$ cat src/rtl/shiftreg_seq_ctrl.sv
// Command sequencer for the 4-bit universal shift register.
// Accepts load/shift/rotate commands and drives select, fill and parallel
// input lines, issuing one shift per clock and reading OUT back for fill bits.
module shiftreg_seq_ctrl #(
   parameter int unsigned WIDTH = 4,
   parameter int unsigned AMT_W = 3
) (
   input  logic             CLK,
   input  logic             RST_N,
   input  logic             cmd_valid,
   output logic             cmd_ready,
   input  logic [2:0]       cmd_op,
   input  logic [AMT_W-1:0] cmd_amt,
   input  logic [WIDTH-1:0] cmd_data,
   input  logic             abort,
   input  logic [WIDTH-1:0] sr_out,
   output logic [1:0]       sr_sel,
   output logic [WIDTH-1:0] sr_inp,
   output logic             sr_left,
   output logic             sr_right,
   output logic             busy,
   output logic [AMT_W-1:0] remaining,
   output logic             done,
   output logic             err
);

   localparam logic [2:0] OP_LOAD = 3'b000;
   localparam logic [2:0] OP_SHR  = 3'b001;
   localparam logic [2:0] OP_SHL  = 3'b010;
   localparam logic [2:0] OP_ROR  = 3'b011;
   localparam logic [2:0] OP_ROL  = 3'b100;
   localparam logic [2:0] OP_ASR  = 3'b101;

   localparam logic [1:0] SEL_HOLD  = 2'b00;
   localparam logic [1:0] SEL_RIGHT = 2'b01;
   localparam logic [1:0] SEL_LEFT  = 2'b10;
   localparam logic [1:0] SEL_LOAD  = 2'b11;

   typedef enum logic [1:0] {
      S_IDLE  = 2'b00,
      S_LOAD  = 2'b01,
      S_SHIFT = 2'b10,
      S_DONE  = 2'b11
   } state_t;

   state_t           state_q, state_d;
   logic [2:0]       op_q, op_d;
   logic [WIDTH-1:0] data_q, data_d;
   logic [AMT_W-1:0] rem_q, rem_d;
   logic             err_q, err_d;
   logic             legal_shift;

   // Only the end bits of OUT feed the fill logic; the middle bits are unused.
   logic unused_sr_mid;
   assign unused_sr_mid = &{1'b0, sr_out};

   assign legal_shift = (cmd_op >= OP_SHR) && (cmd_op <= OP_ASR);

   // State and command registers.
   always_ff @(posedge CLK or negedge RST_N) begin
      if (!RST_N) begin
         state_q <= S_IDLE;
         op_q    <= OP_LOAD;
         data_q  <= '0;
         rem_q   <= '0;
         err_q   <= 1'b0;
      end else begin
         state_q <= state_d;
         op_q    <= op_d;
         data_q  <= data_d;
         rem_q   <= rem_d;
         err_q   <= err_d;
      end
   end

   // Next-state logic: command acceptance, shift counting and abort.
   always_comb begin
      state_d = state_q;
      op_d    = op_q;
      data_d  = data_q;
      rem_d   = rem_q;
      err_d   = 1'b0;
      case (state_q)
         S_IDLE: begin
            if (cmd_valid) begin
               if (cmd_op == OP_LOAD) begin
                  op_d    = cmd_op;
                  data_d  = cmd_data;
                  rem_d   = '0;
                  state_d = S_LOAD;
               end else if (legal_shift) begin
                  op_d    = cmd_op;
                  rem_d   = cmd_amt;
                  state_d = (cmd_amt == '0) ? S_DONE : S_SHIFT;
               end else begin
                  err_d = 1'b1;
               end
            end
         end
         S_LOAD:  state_d = S_DONE;
         S_SHIFT: begin
            if (abort) begin
               rem_d   = '0;
               state_d = S_DONE;
            end else begin
               rem_d = rem_q - AMT_W'(1);
               if (rem_q == AMT_W'(1)) state_d = S_DONE;
            end
         end
         S_DONE:  state_d = S_IDLE;
         default: state_d = S_IDLE;
      endcase
   end

   // Register control lines, decoded from state; fill bits follow live OUT.
   always_comb begin
      sr_sel   = SEL_HOLD;
      sr_inp   = '0;
      sr_left  = 1'b0;
      sr_right = 1'b0;
      case (state_q)
         S_LOAD: begin
            sr_sel = SEL_LOAD;
            sr_inp = data_q;
         end
         S_SHIFT: begin
            if (!abort) begin
               case (op_q)
                  OP_SHR: sr_sel = SEL_RIGHT;
                  OP_SHL: sr_sel = SEL_LEFT;
                  OP_ROR: begin
                     sr_sel  = SEL_RIGHT;
                     sr_left = sr_out[0];
                  end
                  OP_ROL: begin
                     sr_sel   = SEL_LEFT;
                     sr_right = sr_out[WIDTH-1];
                  end
                  OP_ASR: begin
                     sr_sel  = SEL_RIGHT;
                     sr_left = sr_out[WIDTH-1];
                  end
                  default: sr_sel = SEL_HOLD;
               endcase
            end
         end
         default: sr_sel = SEL_HOLD;
      endcase
   end

   // Host-facing status derived from registered state.
   assign cmd_ready = (state_q == S_IDLE);
   assign busy      = (state_q != S_IDLE);
   assign done      = (state_q == S_DONE);
   assign remaining = rem_q;
   assign err       = err_q;

endmodule

$ cat config.mk
export PLATFORM = sky130hd
export DESIGN_NAME = shiftreg_seq_ctrl
export DESIGN_NICKNAME = d
export VERILOG_FILES = /design/src/rtl/shiftreg_seq_ctrl.sv
export SDC_FILE = /design/constraint.sdc
export NUM_CORES = 1
export LEC_CHECK = 0
export BUFFER_PORTS_ARGS = -buffer_cell sky130_fd_sc_hd__buf_2
export CAP_MARGIN = 20
export CORE_ASPECT_RATIO = 0.8
export CORE_MARGIN = 2
export CORE_UTILIZATION = 46
export DETAILED_ROUTE_END_ITERATION = 7
export GPL_TIMING_DRIVEN = 1
export MAX_ROUTING_LAYER = met4
export PLACE_DENSITY_LB_ADDON = 0.25
export SLEW_MARGIN = 20
export SYNTH_ARGS = -nofsm -noshare
export SYNTH_HDL_FRONTEND = slang
export SYNTH_SLANG_ARGS = --single-unit
$ cat constraint.sdc
create_clock -name CLK -period 1.92 [get_ports CLK]
set_clock_uncertainty 0.2 [all_clocks]
set_input_delay 0.096 -clock CLK [delete_from_list [all_inputs] [get_ports CLK]]
set_output_delay 0.096 -clock CLK [all_outputs]
set_load 0.005 [all_outputs]
==> flow_metrics.py <==
metrics = {
    "placed_design": {
        "hpwl_um": 1370,
        "globalplace.congestion": 0.764,
        "port_buffers": 30,
    },
    "cts": {
        "clock_path_buffers": 2,
        "cts_setup_buffers": 0,
        "clk_latency_ns": 0.28,
        "cts_sinks": 13,
        "cts-htree-levels": 1,
        "cts-root-buf": "clkbuf_4",
        "cts_tree": "built",
        "path_clk_slew_ns": 0.08,
        "cts-buffers-inserted": 3,
    },
    "timing": {
        "min_period_over_period_pct": 92.6,
        "hold_viol": 0,
        "maxSlewViolCount": 0,
        "worstMarginPinSlew_ns": 0.330,
        "rsz0062_at_grt": "no",
        "maxSlewHeadroom_pct": 77.9,
        "tns_ns": 0,
        "holdWs_ns": 0.0322,
        "fmax_mhz": 562,
        "min_period_ns": 1.78,
        "finalSetupViolations": 0,
    },
    "power": {
        "p_int_uw": 902,
        "leakage_uw": 0.000577,
        "ir_drop_uv": 859,
        "p_seq_share_pct": 34.0,
        "combPwrFrac_pct": 55.0,
        "switching_share_pct": 40.6,
        "p_sw_uw": 616,
        "clkPwrFrac_pct": 10.9,
        "power.density_nw_per_um2": 1310,
    },
    "worst_setup_path": {
        "endpoint_kind": "flip-flop",
        "critPathKind": "reg -> reg",
        "cp-start-kind": "flip-flop",
        "cpMostUsedCell": "o21ai_1",
        "slowest_delay_ns": 0.40,
        "cp_cell_sequence": "inv_1 > ha_1 > buf_4 > nor2b_1 > a31oi_2 > o21ai_1 > o21ai_1",
        "arrival_ns": 1.78,
        "critical_path.slowest_cell": "dfrtp_1",
        "cp_data_required_time_ns": 1.92,
        "cp_max_fo": 8,
    },
    "synthesis": {
        "yosys_warnings": 0,
        "synth-seq-cells": 13,
        "postSynthNetCount": 105,
        "ys_seq_area_share_pct": 40.8,
        "synth_edf_count": 0,
        "syn-instance-count": 81,
        "synth_top_area_cell": "dfrtp_1",
        "ys.flop_type": "dfrtp_1",
        "yosys-top-cells-count": "13 x dfrtp_1, 12 x nor2_1, 8 x a21oi_1",
        "syn_area_um2": 798,
        "syn_avg_cell_area_um2": 9.86,
        "yosysTopAreaCellShare_pct": 40.8,
        "yosysMostFrequentCell": "dfrtp_1",
        "yosysUniqueCellTypes": 26,
        "yosys-top-cells-area": "dfrtp_1 41%, ha_1 9.4%, mux2_4 7.5%, nor2_1 5.6%, a21oi_1 5.0%",
        "async_flop_share_pct": 100,
    },
    "final_layout": {
        "area_growth_pct": 44.7,
        "finalNetCount": 153,
        "drive_above_1_share_pct": 36.7,
        "antennaDiodeCount": 0,
    },
    "run_status": {
        "status": "finished, final reports clean",
    },
    "drt": {
        "vias": 758,
        "detail_route.first_pass.iterations": 4,
        "wire_per_inst_um": 12.5,
        "viasPerCell": 5.05,
        "ant_nets": 0,
        "initialDrtViolationCount": 13,
        "wirelength_um": 1880,
        "route.detailed.drc": 0,
    },
    "global_route": {
        "grt_max_degree": 14,
        "overflow": 0,
        "grt_pass1_wl_um": 3020,
        "antenna_found_initial": 0,
        "first_global_vias": 681,
        "grt_use_total_pct": 21.4,
    },
    "die": {
        "die_h_um": 41.3,
        "dieWidth_um": 50.6,
        "start_util_pct": 49.1,
        "dieArea_um2": 2090,
        "core-area_um2": 1630,
        "io_pins": 33,
        "rows": 13,
    },
    "job": {
        "cap_viol_max_count": 0,
    },
    "min_path": {
        "hold_class": "in -> async",
    },
}
-- flip-flops by register name (all words and copies together) (netlist names) --
name / flops
data_q: 4
err: 1
op_q: 3
remaining: 3
state_q: 2
-- logic make-up (layout without fill, tap and decap cells) --
group / Yosys count / after routing / synth area share, %
simple gates: 31 / 31 / 21.3
fa+ha+maj: 6 / 6 / 9.40
buf+inv: 6 / 53 / 2.82
xor+xnor: 1 / 1 / 1.10
mux: 7 / 7 / 11.4
flops: 13 / 13 / 40.8
compound gates: 17 / 17 / 13.2
-- area by class of cell --
class / count / area, um2
clock buffers: 4 / 26.3
fillers: 133 / 472
inverters: 6 / 22.5
multi-input cells: 62 / 475
flip-flops and latches: 13 / 325
well taps: 22 / 27.5
repair buffers: 43 / 278
-- power by group through the flow --
stage	clock (uW)	combinational (uW)	sequential (uW)
2_1_floorplan	0	529	494
6_report	166	835	517
5_1_grt	188	931	537
3_5_place_dp	0	767	516
3_3_place_gp	0	742	504
4_1_cts	171	804	510
-- repair_timing --
action,CTS,global route
endpoints found under the hold margin,24,0
resized for setup,1,3
hold buffers,12,0
setup endpoints to repair,1,2
-- final timing paths --
path,startpoint,end,slack [ns],depth (start not counted)
max in group asynchronous,RST_N,data_q[0]$_DFFE_PN0P_,1.25,2
worst min-delay path,RST_N,op_q[2]$_DFFE_PN0P_,0.03,2
worst max-delay path,state_q[0]$_DFFE_PN0P_,remaining[2]$_DFFE_PN0P_,0.14,7
worst min register to register,data_q[3]$_DFFE_PN0P_,data_q[3]$_DFFE_PN0P_,0.31,1
worst max register to register,state_q[0]$_DFFE_PN0P_,remaining[2]$_DFFE_PN0P_,0.14,7
min in group CLK,abort,remaining[2]$_DFFE_PN0P_,0.13,5
-- per-layer routing --
metal / share of wire [%] / track usage [%] / vias up / routed length [um]
met5: 0 / - / - / 0
met4: 1.1 / 6.08 / 0 / 21
met3: 5.7 / 6.57 / 6 / 107
met2: 47 / 35.9 / 27 / 892
met1: 46 / 25.6 / 351 / 859
li1: - / - / 374 / -
-- stage by stage --
step | total power [uW] | worst slack, ns | instance area (um2) | util [%] | cells
global placement | 1250 | 0.274 | 983 | 60.5 | 134
floorplan | 1020 | 0.169 | 798 | - | 81
detailed placement | 1280 | 0.221 | 983 | 60.5 | 134
global route | 1660 | 0.0275 | 1150 | 71.0 | 150
CTS | 1490 | 0.0265 | 1140 | 69.9 | 150
finish | 1520 | 0.141 | 1150 | 71.0 | 150
-- cell usage in the layout (no fill, tap or decap), types with 3 or more instances in the layout --
cell type	Yosys	final
buf_2	0	30
dfrtp_1	13	13
nor2_1	12	12
dlygate4sd3_1	0	12
a21oi_1	8	8
inv_1	5	5
ha_1	6	5
and2_1	4	4
mux2_4	4	4
o21a_1	3	3
nand3b_1	3	3
clkbuf_4	0	3
-- worst max-delay path, delay by kind of cell (launching register included) --
kind | cells | cell delay (ns)
AOI/OAI and AO/OA | 3 | 0.51
adders and majority gates | 1 | 0.21
buffers and inverters | 2 | 0.32
DFF | 1 | 0.40
and+or+nand+nor | 1 | 0.06
No activity file was read; power rests on OpenSTA's default activity.
